<file path="src/rtl/int_ctrl_pkg.sv">
// -----------------------------------------------------------------------------
// int_ctrl_pkg
// Shared definitions for the interrupt controller and the code that drives it:
//   - register word offsets inside the controller's window
//   - width of channel index fields
//   - bit position of the "valid" flag in a CLAIM read
// -----------------------------------------------------------------------------
package int_ctrl_pkg;

   localparam int INTC_IDW             = 4;
   localparam int INTC_CLAIM_VALID_BIT = 31;

   // Offsets 6 and 7 are unmapped: they read 0 and ignore writes.
   typedef enum logic [2:0] {
      INTC_PENDING  = 3'd0,
      INTC_ENABLE   = 3'd1,
      INTC_MODE     = 3'd2,
      INTC_CLAIM    = 3'd3,
      INTC_COMPLETE = 3'd4,
      INTC_RAW      = 3'd5
   } intc_reg_e;

endpackage

</file>
<file path="src/rtl/int_ctrl_if.sv">
// -----------------------------------------------------------------------------
// int_ctrl_if
// Register access bus into the interrupt controller window.
//   reg_sel   : access strobe, one cycle per access
//   reg_we    : 1 = write, 0 = read (qualified by reg_sel)
//   reg_addr  : word offset within the window
//   reg_wdata : write data
//   reg_rdata : read data, registered, valid the cycle after reg_sel
// Protocol: there is no back-pressure. Every cycle with reg_sel high is exactly
// one access, accepted at the rising edge that ends it; accesses may be issued
// back-to-back. A read's data appears on reg_rdata after that edge and holds
// until the next read completes.
// -----------------------------------------------------------------------------
interface int_ctrl_if;
   import int_ctrl_pkg::*;

   logic        reg_sel;
   logic        reg_we;
   logic [2:0]  reg_addr;
   logic [31:0] reg_wdata;
   logic [31:0] reg_rdata;

   modport master (
      output reg_sel, reg_we, reg_addr, reg_wdata,
      input  reg_rdata
   );

   modport slave (
      input  reg_sel, reg_we, reg_addr, reg_wdata,
      output reg_rdata
   );

endinterface

</file>
<file path="src/rtl/int_ctrl_sync_edge.sv">
// -----------------------------------------------------------------------------
// int_ctrl_sync_edge
// Per-channel front end: brings an asynchronous request line into the clk
// domain and flags its rising edge.
//   clk, rst_n : clock, asynchronous active-low reset
//   req_i      : raw device request (may be asynchronous)
//   level_o    : synchronised request
//   rise_o     : high for one cycle after the synchronised request goes 0->1
// -----------------------------------------------------------------------------
module int_ctrl_sync_edge (
   input  logic clk,
   input  logic rst_n,
   input  logic req_i,
   output logic level_o,
   output logic rise_o
);

   logic s1_q;
   logic s2_q;
   logic prev_q;

   always_ff @(posedge clk or negedge rst_n) begin
      if (!rst_n) begin
         s1_q   <= 1'b0;
         s2_q   <= 1'b0;
         prev_q <= 1'b0;
      end else begin
         s1_q   <= req_i;
         s2_q   <= s1_q;
         prev_q <= s2_q;
      end
   end

   assign level_o = s2_q;
   assign rise_o  = s2_q & ~prev_q;

endmodule

</file>
<file path="src/rtl/int_ctrl.sv">
// -----------------------------------------------------------------------------
// int_ctrl
// N-channel fixed-priority interrupt controller (channel 0 highest) with
// per-channel enable, edge/level mode and claim/complete nesting.
//   clk, rst_n  : clock, asynchronous active-low reset
//   bus         : register window (int_ctrl_if.slave)
//   irq_req     : device request lines, asynchronous
//   irq_ack     : one-cycle acknowledge to the claimed device
//   cpu_int     : registered interrupt request to the CPU
//   cpu_int_id  : registered index of the best eligible channel (0 if none)
// -----------------------------------------------------------------------------
module int_ctrl
   import int_ctrl_pkg::*;
#(
   parameter int NCHAN = 4,
   parameter int IDW   = INTC_IDW
) (
   input  logic             clk,
   input  logic             rst_n,
   int_ctrl_if.slave        bus,
   input  logic [NCHAN-1:0] irq_req,
   output logic [NCHAN-1:0] irq_ack,
   output logic             cpu_int,
   output logic [IDW-1:0]   cpu_int_id
);

   logic [NCHAN-1:0] level, rise;
   logic [NCHAN-1:0] pend_q, pend_d;
   logic [NCHAN-1:0] en_q, en_d;
   logic [NCHAN-1:0] mode_q, mode_d;
   logic [NCHAN-1:0] insvc_q, insvc_d;
   logic [NCHAN-1:0] ack_q;
   logic [31:0]      rdata_q, rdata_d;
   logic             int_q;
   logic [IDW-1:0]   id_q;

   logic [NCHAN-1:0] elig, claim_oh, done_oh, w1c;
   logic             blocked, any_elig, rd, wr, claim;
   logic [IDW-1:0]   top_id;
   logic             unused_wdata;

   for (genvar g = 0; g < NCHAN; g++) begin : g_sync
      int_ctrl_sync_edge u_sync (
         .clk     (clk),
         .rst_n   (rst_n),
         .req_i   (irq_req[g]),
         .level_o (level[g]),
         .rise_o  (rise[g])
      );
   end

   // Walking from channel 0 upward, the first in-service bit blocks itself and
   // every lower-priority channel, so only strictly higher priority can nest.
   always_comb begin
      blocked = 1'b0;
      elig    = '0;
      for (int i = 0; i < NCHAN; i++) begin
         blocked = blocked | insvc_q[i];
         elig[i] = pend_q[i] & en_q[i] & ~blocked;
      end
   end

   // Lowest eligible index wins.
   always_comb begin
      top_id   = '0;
      any_elig = 1'b0;
      for (int i = NCHAN - 1; i >= 0; i--) begin
         if (elig[i]) begin
            top_id   = IDW'(i);
            any_elig = 1'b1;
         end
      end
   end

   assign rd    = bus.reg_sel & ~bus.reg_we;
   assign wr    = bus.reg_sel & bus.reg_we;
   assign claim = rd & (bus.reg_addr == INTC_CLAIM) & any_elig;

   // COMPLETE ids at or above NCHAN match no channel and so have no effect.
   always_comb begin
      claim_oh = '0;
      done_oh  = '0;
      for (int i = 0; i < NCHAN; i++) begin
         claim_oh[i] = claim & (top_id == IDW'(i));
         done_oh[i]  = wr & (bus.reg_addr == INTC_COMPLETE) &
                       (bus.reg_wdata[IDW-1:0] == IDW'(i));
      end
   end

   // Write-1-to-clear only reaches edge-mode bits.
   assign w1c = (wr && (bus.reg_addr == INTC_PENDING)) ?
                (bus.reg_wdata[NCHAN-1:0] & mode_q) : '0;

   always_comb begin
      pend_d = '0;
      for (int i = 0; i < NCHAN; i++) begin
         // A fresh edge beats a same-cycle claim or W1C.
         pend_d[i] = mode_q[i] ? (rise[i] | (pend_q[i] & ~(claim_oh[i] | w1c[i])))
                               : level[i];
      end
      insvc_d = (insvc_q | claim_oh) & ~done_oh;
      en_d    = en_q;
      mode_d  = mode_q;
      if (wr && (bus.reg_addr == INTC_ENABLE)) en_d   = bus.reg_wdata[NCHAN-1:0];
      if (wr && (bus.reg_addr == INTC_MODE))   mode_d = bus.reg_wdata[NCHAN-1:0];
      rdata_d = rdata_q;
      if (rd) begin
         rdata_d = '0;
         case (bus.reg_addr)
            INTC_PENDING: rdata_d = 32'(pend_q);
            INTC_ENABLE:  rdata_d = 32'(en_q);
            INTC_MODE:    rdata_d = 32'(mode_q);
            INTC_CLAIM: begin
               rdata_d[INTC_CLAIM_VALID_BIT] = any_elig;
               rdata_d[IDW-1:0]              = top_id;
            end
            INTC_RAW:     rdata_d = 32'(level);
            default:      rdata_d = '0;
         endcase
      end
   end

   always_ff @(posedge clk or negedge rst_n) begin
      if (!rst_n) begin
         pend_q  <= '0;
         en_q    <= '0;
         mode_q  <= '0;
         insvc_q <= '0;
         ack_q   <= '0;
         rdata_q <= '0;
         int_q   <= 1'b0;
         id_q    <= '0;
      end else begin
         pend_q  <= pend_d;
         en_q    <= en_d;
         mode_q  <= mode_d;
         insvc_q <= insvc_d;
         ack_q   <= claim_oh;
         rdata_q <= rdata_d;
         int_q   <= any_elig;
         id_q    <= top_id;
      end
   end

   assign irq_ack       = ack_q;
   assign cpu_int       = int_q;
   assign cpu_int_id    = id_q;
   assign bus.reg_rdata = rdata_q;

   // Upper write-data bits beyond the channel count carry no state.
   assign unused_wdata = ^bus.reg_wdata;

endmodule

</file>
<file path="src/flat_wrapper.sv">
// flat-port wrapper written by rule: the top's interface ports become plain ports
module int_ctrl_flat import int_ctrl_pkg::*;
#(
   parameter int NCHAN = 4,
   parameter int IDW   = INTC_IDW
)
  (clk, rst_n, irq_req, irq_ack, cpu_int, cpu_int_id, bus_reg_sel, bus_reg_we, bus_reg_addr, bus_reg_wdata, bus_reg_rdata);
  int_ctrl_if bus_i ();
  input  logic clk;
  input  logic rst_n;
  input  logic [NCHAN-1:0] irq_req;
  output logic [NCHAN-1:0] irq_ack;
  output logic cpu_int;
  output logic [IDW-1:0] cpu_int_id;
  input wire logic [$bits(bus_i.reg_sel)-1:0] bus_reg_sel;
  input wire logic [$bits(bus_i.reg_we)-1:0] bus_reg_we;
  input wire logic [$bits(bus_i.reg_addr)-1:0] bus_reg_addr;
  input wire logic [$bits(bus_i.reg_wdata)-1:0] bus_reg_wdata;
  output wire logic [$bits(bus_i.reg_rdata)-1:0] bus_reg_rdata;
  assign bus_i.reg_sel = bus_reg_sel;
  assign bus_i.reg_we = bus_reg_we;
  assign bus_i.reg_addr = bus_reg_addr;
  assign bus_i.reg_wdata = bus_reg_wdata;
  assign bus_reg_rdata = bus_i.reg_rdata;
  int_ctrl #(.NCHAN(NCHAN), .IDW(IDW)) u_core (.clk(clk), .rst_n(rst_n), .bus(bus_i), .irq_req(irq_req), .irq_ack(irq_ack), .cpu_int(cpu_int), .cpu_int_id(cpu_int_id));
endmodule
</file>
<file path="config.mk">
export PLATFORM = sky130hd
export DESIGN_NAME = int_ctrl_flat
export DESIGN_NICKNAME = d
export VERILOG_FILES = /design/src/rtl/int_ctrl_pkg.sv /design/src/rtl/int_ctrl_if.sv /design/src/rtl/int_ctrl_sync_edge.sv /design/src/rtl/int_ctrl.sv /design/src/flat_wrapper.sv
export SDC_FILE = /design/constraint.sdc
export NUM_CORES = 1
export LEC_CHECK = 0
export BUFFER_PORTS_ARGS = -buffer_cell sky130_fd_sc_hd__buf_2
export CAP_MARGIN = 10
export CORE_UTILIZATION = 50
export DETAILED_ROUTE_END_ITERATION = 12
export PLACE_DENSITY = 0.88
export SKIP_CTS_REPAIR_TIMING = 1
export SLEW_MARGIN = 30
export SYNTH_ARGS = -nofsm -noshare
export SYNTH_HDL_FRONTEND = slang
export SYNTH_HIERARCHICAL = 1
export SYNTH_SLANG_ARGS = --single-unit
</file>
<file path="constraint.sdc">
create_clock -name clk -period 2.65 [get_ports clk]
set_clock_uncertainty 0.05 [all_clocks]
set_input_delay 0.53 -clock clk [delete_from_list [all_inputs] [get_ports clk]]
set_output_delay 0.53 -clock clk [all_outputs]
set_load 0.02 [all_outputs]
</file>
Yosys cells after proc, flatten, opt, wreduce, memory -nomap -nowiden --
Cells that the tools add are included.
Operators by class: eq/ne operators 11, muxes and demuxes 15, bitwise operators 57, reduce and logical (&&, ||, !) cells 6
Operators by type and width (count):
- AND 1 bit | 29
- one-hot mux 4 bit (5 select lines) | 1
- NOT 1 bit | 13
- bitwise OR 1 bit | 11
- two-way mux 1 bit | 9
- AND 4 bit | 2
- equality test 4 x 2 -> 1 bit, second input constant | 2
- logical NOT 4 bit | 2
- two-way mux 2 bit | 4
- equality test 3 x 2 -> 1 bit, second input constant | 2
- equality test 3 bit, second input constant | 2
- equality test 2 bit, second input constant | 2
- equality test 4 x 1 -> 1 bit, second input constant | 1
- two-way mux 4 bit | 1
- NOT 4 bit | 1
- bitwise OR 4 bit | 1
- equality test 3 x 1 -> 1 bit, second input constant | 1
- logical AND 1 bit | 3
- logical NOT 3 bit | 1
- equality test 2 x 1 -> 1 bit, second input constant | 1
Word-level totals: bits in registers 40, input bits 43, output and inout port bits 41, word-level logic and storage cells 109

Longest topological paths before layout --
depth after elaboration 16, gate-level depth with buffers 5, mapped depth without buffers 4

Hierarchy --
The synthesis kept the hierarchy.
Modules (own cells, without submodules):
- int_ctrl | instances 1, cells an instance 153, area each 1639.1 sq um, sequential area each 700.7 sq um
- int_ctrl_sync_edge | instances 4, cells an instance 4, area each 88.8 sq um, sequential area each 75.1 sq um

Worst setup path after synthesis --
No wires, ideal clock.
path kind in2reg, start in bus_reg_addr[1], end reg u_core.mode_q[0], setup time 125 ps, arrival 1483 ps, required time 2475 ps, path slack 992 ps, stages 4, path buffers 1, cell sequence buf_2 > inv_1 > nor4_4 > mux2_2
Between the ends: word-level cells in the longest chain between the ends 2
RTL lines:
- start: declaration | RTL line flat_wrapper.sv:17 | input wire logic [$bits(bus_i.reg_addr)-1:0] bus_reg_addr;
- equality test 3 x 2 -> 1 bit | RTL line int_ctrl.sv:105 | if (wr && (bus.reg_addr == INTC_MODE)) mode_d = bus.reg_wdata[NCHAN-1:0];
- logical AND 1 bit | RTL line int_ctrl.sv:105
- end signal: assignment | RTL line int_ctrl.sv:136 | mode_q <= mode_d;
- end: declaration | RTL line int_ctrl.sv:30 | logic [NCHAN-1:0] mode_q, mode_d;
Every way passes these cells. A chain may end at the register's enable or synchronous reset.

Final worst setup path --
start in bus_reg_addr[2], end reg u_core.pend_q[2]
Between the ends: word-level cells in the longest chain between the ends 9, elaborated cells between the ends (all ways) 12, those cells by class eq/ne: 1; mux: 2; bitwise: 7; reduce/logical: 2
RTL lines:
- equality test 3 x 2 -> 1 bit | RTL line int_ctrl.sv:77 | assign claim = rd & (bus.reg_addr == INTC_CLAIM) & any_elig;
- AND 1 bit (2 in series) | RTL line int_ctrl.sv:77
- AND 1 bit | RTL line int_ctrl.sv:84 | claim_oh[i] = claim & (top_id == IDW'(i));
- bitwise OR 1 bit * | RTL line int_ctrl.sv:98 | pend_d[i] = mode_q[i] ? (rise[i] | (pend_q[i] & ~(claim_oh[i] | w1c[i])))
- NOT 1 bit * | RTL line int_ctrl.sv:98
- AND 1 bit * | RTL line int_ctrl.sv:98
- bitwise OR 1 bit * | RTL line int_ctrl.sv:98
- two-way mux 1 bit * | RTL line int_ctrl.sv:98
- named net u_core.pend_d[2] | RTL line int_ctrl.sv:28 | logic [NCHAN-1:0] pend_q, pend_d;
- end signal: assignment | RTL line int_ctrl.sv:134 | pend_q <= pend_d;
- end: declaration | RTL line int_ctrl.sv:28
Mark *: on every way through the listed nets, which the timed path passes. The rest lies on a longest branch.

==> metrics <==
IO Pins=84; Hold Path Stages=1; mean area per synthesized cell=11.8 um2; RSZ-0062 raised after global routing=false; mapped cell area=0.00199 mm2; post-synth top area cell=dfrtp_1; Area contributors post-synth=dfrtp_1 50%, buf_4 11%, mux2_2 6.8%; initial DRC count=83; detailed placement HPWL=2.52 mm; Tot Pwr=0.00156 W; CP max stage delay=510 ps; CORE AREA=0.00374 mm2; chip height=65.2 um; die area=0.00425 mm2; reg2reg setup slack=790 ps; Std-Cell Rows=22; Final Util=0.573; vias in the first global route=1192; crit start category=input port; CTS Buf Count=5; top-count cell post-synth=dfrtp_1; slew of the pin with the lowest slew margin=860 ps; cell family with most CP delay=compound AO/OA/AOI/OAI gates; post-route minimum period=1910 ps; total wire length=3.56 mm; Crit Path Class=in -> reg; CTS tree=done; fin. max-slew vios=0; Initial Util=0.533; H-tree depth=2; CP Capture Type=flop; setup violators final=0; CP max stage cell=o311ai_0; ANT cells=0; Max Cap Viol=0; Max Clk Rate=523 MHz; CTS max path bufs=2; reg-to-reg endpoint=u_core/pend_q[2]; Vias=1303; Cells after DPL=237; first-pass GRT wire length=5.73 mm; status=completed; Req. time, crit path=2750 ps; Worst Hold End=u_core/g_sync[1].u_sync/s1_q; HP Class=in -> reg; worst path buffer plus inverter count=1; Most used DFF post-synth=dfrtp_1; Root Buffer=clkbuf_8; die width=65.2 um; Yosys reg bits=40; DR DRC count=0; Via-to-Cell Ratio=5.34; worst-path fanout max=12; initial antenna violation count=0; register area share after synthesis=0.502; clock latency on the worst-skew pair=290 ps; area grow syn2layout=7.53%; VDD IR max=0.284 mV; Leak=1.01 nW; power per cell area=730 mW/mm2; Final Wtd Congestion=0.852; Critical Path AT=2010 ps; clock-pin slew on the worst setup and hold paths=80 ps; Hold Vio Cnt, Final=0; fin cells=244; Slew headroom=0.427; EDFF count, synth=0; Distinct cells, synth=42; Cells after Synth=169; GRT Total Usage=0.184; final period utilization=0.721; commonest cells in the netlist=40 x dfrtp_1, 29 x buf_4, 12 x mux2_2; Hold Slack=292 ps; crit path cell chain=buf_2, nand3b_1, nand4b_1, o311ai_0, a31oi_1; Layout Nets=239; Worst Min Path Start=irq_req[1]; GRT overflow=0; share of the synthesized area in the top cell type=0.502; largest net degree at the start of global routing=41; Reg2Reg Depth=3; Initial DRT Pass Iterations=4; r2r startpoint=u_core/insvc_q[0]; Clock Sinks=40; Routed Antenna Nets=0; share of layout cells above drive strength 1=0.301; async set-or-reset flop fraction in the synthesized netlist=1.00; routed len/inst=14.6 um; Yosys warnings=6; Port Buf Inserts=26; Setup TNS=0 ps
-- flip-flops by register name, summed over array words and instances (netlist names) --
name / flops
u_core/g_sync.u_sync/prev_q: 4
u_core/pend_q: 4
u_core/insvc_q: 4
u_core/mode_q: 4
u_core/irq_ack: 4
u_core/bus.reg_rdata: 5
u_core/g_sync.u_sync/level_o: 4
u_core/cpu_int: 1
u_core/cpu_int_id: 2
u_core/en_q: 4
u_core/g_sync.u_sync/s1_q: 4
-- kinds of logic after synthesis --
family	count (synthesis)	synth area share
other cells	1	0.00188
compound gates	32	0.112
mux	13	0.0728
buf+inv	40	0.132
flops	40	0.502
simple gates	43	0.179
-- worst reg2reg max path, delay by kind of cell (launching register included) --
family	cells	cell delay (ps)
compound gates	2	700
flops	1	450
simple gates	1	520
-- power by group --
part / internal [W] / switching (W)
Combinational: 0.000147 / 0.000218
Sequential: 0.000706 / 0.0000645
Clock: 0.000232 / 0.000197
Total: 0.00108 / 0.000480
-- worst max path at each step --
stage	startpoint	cells past startpoint	endpoint	slack (ps)
3_3_place_gp	bus_reg_addr[2]	5	u_core/pend_q[2]	620
6_report	bus_reg_addr[2]	5	u_core/pend_q[2]	740
3_5_place_dp	bus_reg_addr[2]	5	u_core/pend_q[2]	570
2_1_floorplan	bus_reg_addr[1]	4	u_core/mode_q[0]	990
4_1_cts	bus_reg_addr[2]	5	u_core/pend_q[2]	770
5_1_grt	bus_reg_addr[2]	5	u_core/pend_q[2]	720
-- through the flow --
| stage | worst slack [ps] | instance area [um2] |
|---|---|---|
| floorplan | 992 | 2100 |
| global placement | 623 | 2050 |
| detailed placement | 566 | 2050 |
| CTS | 766 | 2140 |
| global route | 723 | 2140 |
| finish | 739 | 2140 |
-- routing by layer --
layer	routed length, um	track usage	up-vias
met5	0	0	-
met4	89	0.0788	0
met3	225	0.0556	10
met2	1630	0.270	62
met1	1610	0.253	637
li1	-	-	594
-- cell type report --
type                       instances  area, um2
fill                             326       1600
sequential                        40       1000
multi-input combinational        117        835
timing repair buffer              26        130
clock buffer                       7       96.3
tap                               48       60.1
inverter                           6       22.5
-- layout by cell type (no fill, tap or decap), types with 4 or more instances in the layout --
| master | count |
|---|---|
| dfrtp_1 | 40 |
| conb_1 | 29 |
| buf_2 | 26 |
| mux2_2 | 12 |
| a31oi_1 | 8 |
| clkbuf_8 | 7 |
| inv_1 | 6 |
| nand2_1 | 5 |
| nor2_1 | 5 |
| a21oi_1 | 5 |
| nand2b_1 | 4 |
| nand3_1 | 4 |
| o21ai_0 | 4 |
| nor2b_4 | 4 |
No activity file was read; power rests on OpenSTA's default activity.
